### config.mk
export PLATFORM = sky130hd
export DESIGN_NAME = uart_rx
export DESIGN_NICKNAME = d
export VERILOG_FILES = /design/src/rtl/uart_pkg.sv /design/src/rtl/sync_2ff.sv /design/src/rtl/uart_rx.sv
export SDC_FILE = /design/constraint.sdc
export NUM_CORES = 1
export LEC_CHECK = 0
export BUFFER_PORTS_ARGS = -buffer_cell sky130_fd_sc_hd__buf_4
export CORE_ASPECT_RATIO = 1.5
export CORE_MARGIN = 4
export CORE_UTILIZATION = 50
export DETAILED_ROUTE_END_ITERATION = 8
export GPL_TIMING_DRIVEN = 0
export PLACE_DENSITY = 0.71
export SLEW_MARGIN = 40
export SYNTH_ARGS = -nofsm -noshare
export SYNTH_HDL_FRONTEND = slang
export SYNTH_HIERARCHICAL = 1
export SYNTH_SLANG_ARGS = --single-unit
### constraint.sdc
create_clock -name clk -period 2.1 [get_ports clk]
set_clock_uncertainty 0.1 [all_clocks]
set_input_delay 0.105 -clock clk [delete_from_list [all_inputs] [get_ports clk]]
set_output_delay 0.105 -clock clk [all_outputs]
set_load 0.005 [all_outputs]
### src/rtl/uart_pkg.sv
`default_nettype none
// ============================================================================
// Module   : uart_pkg
// Brief    : Shared UART state encoding and baud-divider derivation.
// Revision : 1.0 - initial release
// ============================================================================
package uart_pkg;

    typedef enum logic [1:0] {
        ST_IDLE  = 2'd0,
        ST_START = 2'd1,
        ST_DATA  = 2'd2,
        ST_STOP  = 2'd3
    } uart_state_t;

    // Clocks per bit, truncating toward zero.
    function automatic int unsigned bps_cnt(input int unsigned clk_freq,
                                            input int unsigned baud_rate);
        return clk_freq / baud_rate;
    endfunction

    function automatic int unsigned mid_cnt(input int unsigned clk_freq,
                                            input int unsigned baud_rate);
        return bps_cnt(clk_freq, baud_rate) / 2;
    endfunction

endpackage
`default_nettype wire

### src/rtl/sync_2ff.sv
`default_nettype none
// ============================================================================
// Module   : sync_2ff
// Brief    : Two-flop synchronizer for a single asynchronous input.
// Revision : 1.0 - initial release
// ============================================================================
module sync_2ff #(
    parameter logic RST_VAL = 1'b1
) (
    input  logic clk,
    input  logic rst,
    input  logic i_async,
    output logic o_sync
);

    logic r_meta;
    logic r_sync;

    always_ff @(posedge clk) begin
        if (rst) begin
            r_meta <= RST_VAL;
            r_sync <= RST_VAL;
        end else begin
            r_meta <= i_async;
            r_sync <= r_meta;
        end
    end

    assign o_sync = r_sync;

endmodule
`default_nettype wire

### src/rtl/uart_rx.sv
`default_nettype none
// ============================================================================
// Module   : uart_rx
// Brief    : 8N1 UART receiver, mid-bit sampling, framing-error detection.
// Revision : 1.0 - initial release
// ============================================================================
module uart_rx
    import uart_pkg::*;
#(
    parameter int unsigned CLK_FREQ  = 50000000,
    parameter int unsigned BAUD_RATE = 115200
) (
    input  logic       clk,
    input  logic       rst,
    input  logic       rxd,
    output logic [7:0] rx_data,
    output logic       rx_data_valid,
    output logic       rx_busy,
    output logic       frame_err
);

    localparam logic [15:0] c_BPS_LAST = 16'(bps_cnt(CLK_FREQ, BAUD_RATE)) - 16'd1;
    localparam logic [15:0] c_MID_LAST = 16'(mid_cnt(CLK_FREQ, BAUD_RATE)) - 16'd1;

    uart_state_t r_state;
    uart_state_t w_state_nxt;
    logic [15:0] r_clk_cnt;
    logic [3:0]  r_bit_cnt;
    logic [7:0]  r_shift;
    logic [7:0]  r_rx_data;
    logic        r_valid;
    logic        r_err;
    logic        w_rxd;
    logic        r_rxd_prev;
    logic        w_fall;
    logic        w_bit_tick;
    logic        w_mid_tick;
    logic        w_busy;

    sync_2ff #(
        .RST_VAL (1'b1)
    ) u_sync_rxd (
        .clk     (clk),
        .rst     (rst),
        .i_async (rxd),
        .o_sync  (w_rxd)
    );

    always_ff @(posedge clk) begin
        if (rst) begin
            r_rxd_prev <= 1'b1;
        end else begin
            r_rxd_prev <= w_rxd;
        end
    end

    // A held-low break never looks like a new edge until the line recovers.
    assign w_fall     = r_rxd_prev & ~w_rxd;
    assign w_bit_tick = (r_clk_cnt == c_BPS_LAST);
    assign w_mid_tick = (r_clk_cnt == c_MID_LAST);

    always_ff @(posedge clk) begin
        if (rst) begin
            r_state <= ST_IDLE;
        end else begin
            r_state <= w_state_nxt;
        end
    end

    always_comb begin
        w_state_nxt = r_state;
        case (r_state)
            ST_IDLE:  if (w_fall) w_state_nxt = ST_START;
            ST_START: if (w_mid_tick) w_state_nxt = w_rxd ? ST_IDLE : ST_DATA;
            ST_DATA:  if (w_bit_tick && (r_bit_cnt == 4'd7)) w_state_nxt = ST_STOP;
            ST_STOP:  if (w_bit_tick) w_state_nxt = ST_IDLE;
            default:  w_state_nxt = ST_IDLE;
        endcase
    end

    always_comb begin
        w_busy = (r_state != ST_IDLE);
    end

    always_ff @(posedge clk) begin
        if (rst) begin
            r_clk_cnt <= 16'd0;
            r_bit_cnt <= 4'd0;
            r_shift   <= 8'h00;
            r_rx_data <= 8'h00;
            r_valid   <= 1'b0;
            r_err     <= 1'b0;
        end else begin
            r_valid <= 1'b0;
            r_err   <= 1'b0;
            case (r_state)
                ST_IDLE: begin
                    if (w_fall) r_clk_cnt <= 16'd0;
                end
                ST_START: begin
                    if (w_mid_tick) begin
                        r_clk_cnt <= 16'd0;
                        r_bit_cnt <= 4'd0;
                    end else begin
                        r_clk_cnt <= r_clk_cnt + 16'd1;
                    end
                end
                ST_DATA: begin
                    if (w_bit_tick) begin
                        r_clk_cnt                 <= 16'd0;
                        r_shift[r_bit_cnt[2:0]]   <= w_rxd;
                        r_bit_cnt                 <= r_bit_cnt + 4'd1;
                    end else begin
                        r_clk_cnt <= r_clk_cnt + 16'd1;
                    end
                end
                ST_STOP: begin
                    if (w_bit_tick) begin
                        r_clk_cnt <= 16'd0;
                        if (w_rxd) begin
                            r_rx_data <= r_shift;
                            r_valid   <= 1'b1;
                        end else begin
                            r_err <= 1'b1;
                        end
                    end else begin
                        r_clk_cnt <= r_clk_cnt + 16'd1;
                    end
                end
                default: r_clk_cnt <= 16'd0;
            endcase
        end
    end

    assign rx_data       = r_rx_data;
    assign rx_data_valid = r_valid;
    assign frame_err     = r_err;
    assign rx_busy       = w_busy;

endmodule
`default_nettype wire

* Yosys cells after proc, flatten, opt, wreduce, memory -nomap -nowiden
Index checks and enable logic that the tools add are counted.
** Cells by class
- $add $sub $neg :: 2
- Reductions and logical operators :: 11
- Bitwise logic cells :: 4
- Equal/unequal tests :: 11
- Multiplexer cells :: 18
- Order comparisons :: 2
** Operator list (count)
- $mux 16 :: 3
- $pmux 16 s3 :: 1
- $add 16x1->16 const B :: 1
- $eq 16x8->1 const B :: 1
- $eq 16x9->1 const B :: 1
- $mux 2 :: 5
- $ne 2x2->1 const B :: 5
- $bwmux 8 :: 1
- $mux 4 :: 2
- $pmux 2 s4 :: 1
- $pmux 4 s2 :: 1
- $reduce_and 3->1 :: 2
- $add 4x1->4 const B :: 1
- $eq 2x2->1 const B :: 2
- $eq 4x3->1 const B :: 1
- $lt 3x4->1 const B :: 1
- $reduce_and 4->1 :: 1
- $reduce_bool 2->1 :: 2
- $demux 1 s3 :: 1
- $ge 3x1->1 const B :: 1
- $mux 1 :: 3
- $not 1->1 :: 3
- $reduce_or 3->1 :: 1
- $eq 2x1->1 const B :: 1
- other kinds (5) :: 6
** Word-level totals
- Input bits :: 3
- Output and inout port bits :: 11
- Flip-flop bits (word level) :: 43
- Word-level logic and storage cells :: 58

* Longest topological paths before layout
- Depth in word-level cells :: 5
- Depth in mapped cells :: 8
- Mapped depth without buffers :: 7

* Cells and area by module
The synthesis kept the hierarchy.
** Modules (own cells, without submodules)
- uart_rx :: times used 1, cells an instance 214, seq. area each 820.8 um^2, area each 1871.8 um^2
- sync_2ff :: times used 1, cells an instance 4, seq. area each 40.0 um^2, area each 52.6 um^2

* Worst setup path after synthesis
Ideal clock, no wire load.
- Kind :: register to register
- Start point :: register r_clk_cnt[2]
- End point :: register r_clk_cnt[4]
- Cell stages (with the launch flop) :: 6
- Clock period less this slack :: 2.280 ns
- Setup time :: 0.117 ns
- Arrival time :: 2.063 ns
- Slack :: -0.180 ns
- Required time :: 1.883 ns
- Buffers on the path :: 1
- Cell sequence :: dfxtp_1 -> or4_1 -> nor4_1 -> o32ai_1 -> buf_2 -> a22o_1
** On the way
- Longest elaborated chain between the ends :: 3
- Elaborated cells on any way between the ends :: 6
- Those cells by class :: add/sub (1); eq/ne (2); mux (3)
** Ends and longest elaborated chain
- start: declaration :: RTL line uart_rx.sv:27 : logic [15:0] r_clk_cnt;
- start signal: assignment :: RTL line uart_rx.sv:105 : r_clk_cnt <= r_clk_cnt + 16'd1;
- start signal: assignment :: RTL line uart_rx.sv:114 : r_clk_cnt <= r_clk_cnt + 16'd1;
- start signal: assignment :: RTL line uart_rx.sv:127 : r_clk_cnt <= r_clk_cnt + 16'd1;
- $add 16x1->16 (tied with other cells) :: RTL line uart_rx.sv:105, uart_rx.sv:114, uart_rx.sv:127
- $mux 16, on equally long branches :: RTL line uart_rx.sv:109, uart_rx.sv:118, uart_rx.sv:101
- $pmux 16 s3 * :: RTL line uart_rx.sv:96 : case (r_state)
Mark *: on every way between the ends. The rest lies on a longest branch, timed or not.
A chain may end at the register's enable or synchronous reset.

* Final worst setup path
- Start point :: register r_clk_cnt[9]
- End point :: register r_rx_data[7], in the netlist rx_data[7]
** On the way
- Longest elaborated chain between the ends :: 2
** Ends and longest elaborated chain
- $eq 16x9->1 :: RTL line uart_rx.sv:59 : assign w_bit_tick = (r_clk_cnt == c_BPS_LAST);
- $reduce_and 3->1 (no line)
- end signal: assignment :: RTL line uart_rx.sv:121 : r_rx_data <= r_shift;
- end: declaration :: RTL line uart_rx.sv:30 : logic [7:0] r_rx_data;
No other way between the ends.

==> results.json <==
{
  "synthAdderAreaFrac_pct": 2.60,
  "wire_per_inst_um": 16.4,
  "finalCritPeriodShare_pct": 105,
  "setup_viol": 23,
  "synth_mux_area_share_pct": 5.20,
  "rsz0062_at_grt": "true",
  "arrival_ps": 2270,
  "coreArea_sq_um": 3680,
  "grt-ovfl-total": 0,
  "synthCells": 218,
  "yosys.area.top_type": "dfxtp_1",
  "synth_area_sq_um": 1920,
  "initial_core_util_pct": 52.3,
  "failed_checks": "negative setup slack",
  "clock.fmax_mhz": 453,
  "grt_pass1_wl_um": 8120,
  "rows": 27,
  "synth_top_family_by_area": "simple AND/OR/NAND/NOR gates",
  "synth_edf_count": 0,
  "ys_seq_elements": 43,
  "die_y_um": 84.0,
  "port_buffers": 13,
  "area_delta_synth_final_pct": 35.6,
  "synthXorXnorAreaFrac_pct": 2.73,
  "drc": 0,
  "nFillCells": 279,
  "synthArstFlopShare_pct": 0,
  "status": "finished with violations",
  "yosys.area.top_type_share_pct": 44.7,
  "dpl.hpwl_um": 2990,
  "end_kind": "flip-flop",
  "cts_buffers": 5,
  "max-vdd-ir-drop_v": 0.000436,
  "dieArea_sq_um": 4930,
  "cts_tree": "done",
  "vias_per_cell": 5.93,
  "antenna_found_initial": 0,
  "synth_compound_area_share_pct": 15.0,
  "p_per_area_nw_per_um2": 588,
  "h-tree-depth": 2,
  "path_max_fanout": 10,
  "synth_simple_gate_area_share_pct": 27.1,
  "leakage_uw": 0.000986,
  "criticalPathCategory": "reg2reg",
  "clock_path_buffers": 2,
  "finalSetupTns_ps": -1330,
  "cap_violations": 0,
  "grt_max_degree": 13,
  "layout_min_cycle_time_ps": 2210,
  "cts_root_buf": "clkbuf_8",
  "dr_total_vias": 1802,
  "drive_above_1_share_pct": 30.7,
  "synth_ff_type": "dfxtp_1",
  "synth.distinct_cells": 41,
  "max_slew_margin_pct": 43.8,
  "io_pins": 14,
  "drt_first_pass_iters": 4,
  "die_x_um": 58.7,
  "hold_class": "reg2reg",
  "worst_pin_slew_ps": 843,
  "required_ps": 2160,
  "cts.clk_slew.worst_paths_ps": 80,
  "synth_area_leaders": "dfxtp_1 45%, nand2_1 5.5%, mux2i_1 5.2%",
  "track_usage_pct": 21.2,
  "grt_pass1_vias": 1745,
  "maxSlewViolCount": 0,
  "nets": 268,
  "holdWs_ps": 326,
  "clk_latency_ps": 290,
  "multi_input_area_sq_um": 1230,
  "finalHoldViolCount": 0,
  "worst_slack_ps": -106,
  "critPathLaunchType": "flip-flop",
  "syn_nets": 225,
  "detail-route-antenna-nets": 0,
  "yosysSeqAreaShare_pct": 44.7,
  "ys_warn_count": 6,
  "drt_iter0_markers": 94,
  "total_power_uw": 1530,
  "seqCellArea_sq_um": 877,
  "synth.avg_cell_area_sq_um": 8.83,
  "place_ws_ps": -421,
  "diodes": 0,
  "wirelength_um": 4970,
  "clock_sinks": 43,
  "gp_routability_congestion": 0.834
}
cell type report:
class                   count  area share (%)
clock buffers               6            2.78
plain buffers               7            1.58
flip-flops and latches     43            33.6
inverters                   6           0.863
clock inverters             1            1.15
multi-input cells         163            47.3
well taps                  43            2.06
repair buffers             35            10.6
synth_stat cells (all sizes together), types with 2 or more instances:
cell type / instances
a21oi: 8
a22o: 5
a22oi: 2
a31oi: 9
and2: 2
and4: 3
buf: 2
clkbuf: 5
dfxtp: 43
ha: 4
inv: 6
mux2i: 10
nand2: 29
nand2b: 3
nand3: 15
nand3b: 4
nand4: 5
nor2: 15
nor2b: 2
nor3: 7
nor4: 4
o21ai: 6
o311ai: 2
o31ai: 4
or2: 4
or3b: 2
or4: 2
xnor2: 3
xor2: 3
layer usage:
| layer | up-vias | wire, um | GRT usage (%) |
|---|---|---|---|
| met5 | - | 0 | 0 |
| met4 | 0 | 112 | 6.80 |
| met3 | 12 | 172 | 5.11 |
| met2 | 45 | 2770 | 39.9 |
| met1 | 858 | 1920 | 22.0 |
| li1 | 887 | - | - |
cells by family after synthesis:
| kind of cell | after synthesis |
|---|---|
| compound gates | 43 |
| xor+xnor | 6 |
| fa+ha+maj | 4 |
| buf+inv | 13 |
| flops | 43 |
| mux | 10 |
| simple gates | 99 |
metrics by stage:
stage | utilization, % | instances | instance area [sq um]
6_report | 70.8 | 304 | 2610
5_1_grt | 70.8 | 304 | 2610
4_1_cts | 67.5 | 301 | 2490
3_5_place_dp | 57.3 | 274 | 2110
3_3_place_gp | 57.1 | 274 | 2100
2_1_floorplan | - | 218 | 1950
cells in the final DEF, fill, tap and decap left out, drive strengths merged, types with 7 or more instances in the layout:
cell    synthesis  layout
a21oi           8       8
dfxtp          43      43
nor3            7       7
buf             2      34
a31oi           9       9
mux2i          10      10
nor2           15      15
nand2          29      29
nand3          15      15
clkbuf          5      11
what timing repair did:
item / 4_1_cts / 5_1_grt
resized for setup: 26 / 25
setup buffers: 15 / 3
hold endpoints to repair: 2 / 0
setup endpoints to repair: 39 / 38
pin swaps: 11 / 12
gates cloned: 2 / 0
hold buffers: 3 / 0
path summary, 6_finish.rpt:
check | from | endpoint | slack, ps | cells after the start
worst max-delay path | r_clk_cnt[9]$_SDFFE_PP0N_ | rx_data[7]$_SDFFE_PP0P_ | -110 | 7
worst min register to register | u_sync_rxd/r_meta$_SDFF_PP1_ | u_sync_rxd/o_sync$_SDFF_PP1_ | 330 | 1
worst max register to register | r_clk_cnt[9]$_SDFFE_PP0N_ | rx_data[7]$_SDFFE_PP0P_ | -110 | 7
worst min-delay path | u_sync_rxd/r_meta$_SDFF_PP1_ | u_sync_rxd/o_sync$_SDFF_PP1_ | 330 | 1
worst max-delay path, cell delays in order, from the launching register on:
cell and delay (ps):
dfxtp_4 370, or4_4 550, nor4_4 290, buf_4 190, nand4_1 160, buf_6 210, mux2i_1 140, nor2_1 60
state kept, by name, indices dropped and copies added (netlist names), named ones only:
signal and count:
r_clk_cnt 16, r_shift 8, rx_data 8, r_bit_cnt 4, frame_err 1, r_rxd_prev 1
r_state 1, rx_data_valid 1, u_sync_rxd/o_sync 1, u_sync_rxd/r_meta 1
where the power goes:
part,switching [uW],internal [uW]
sequential,5.69,817
combinational,54.5,38.0
clock,271,349
Note: power is estimated with default switching activity, not from simulation.
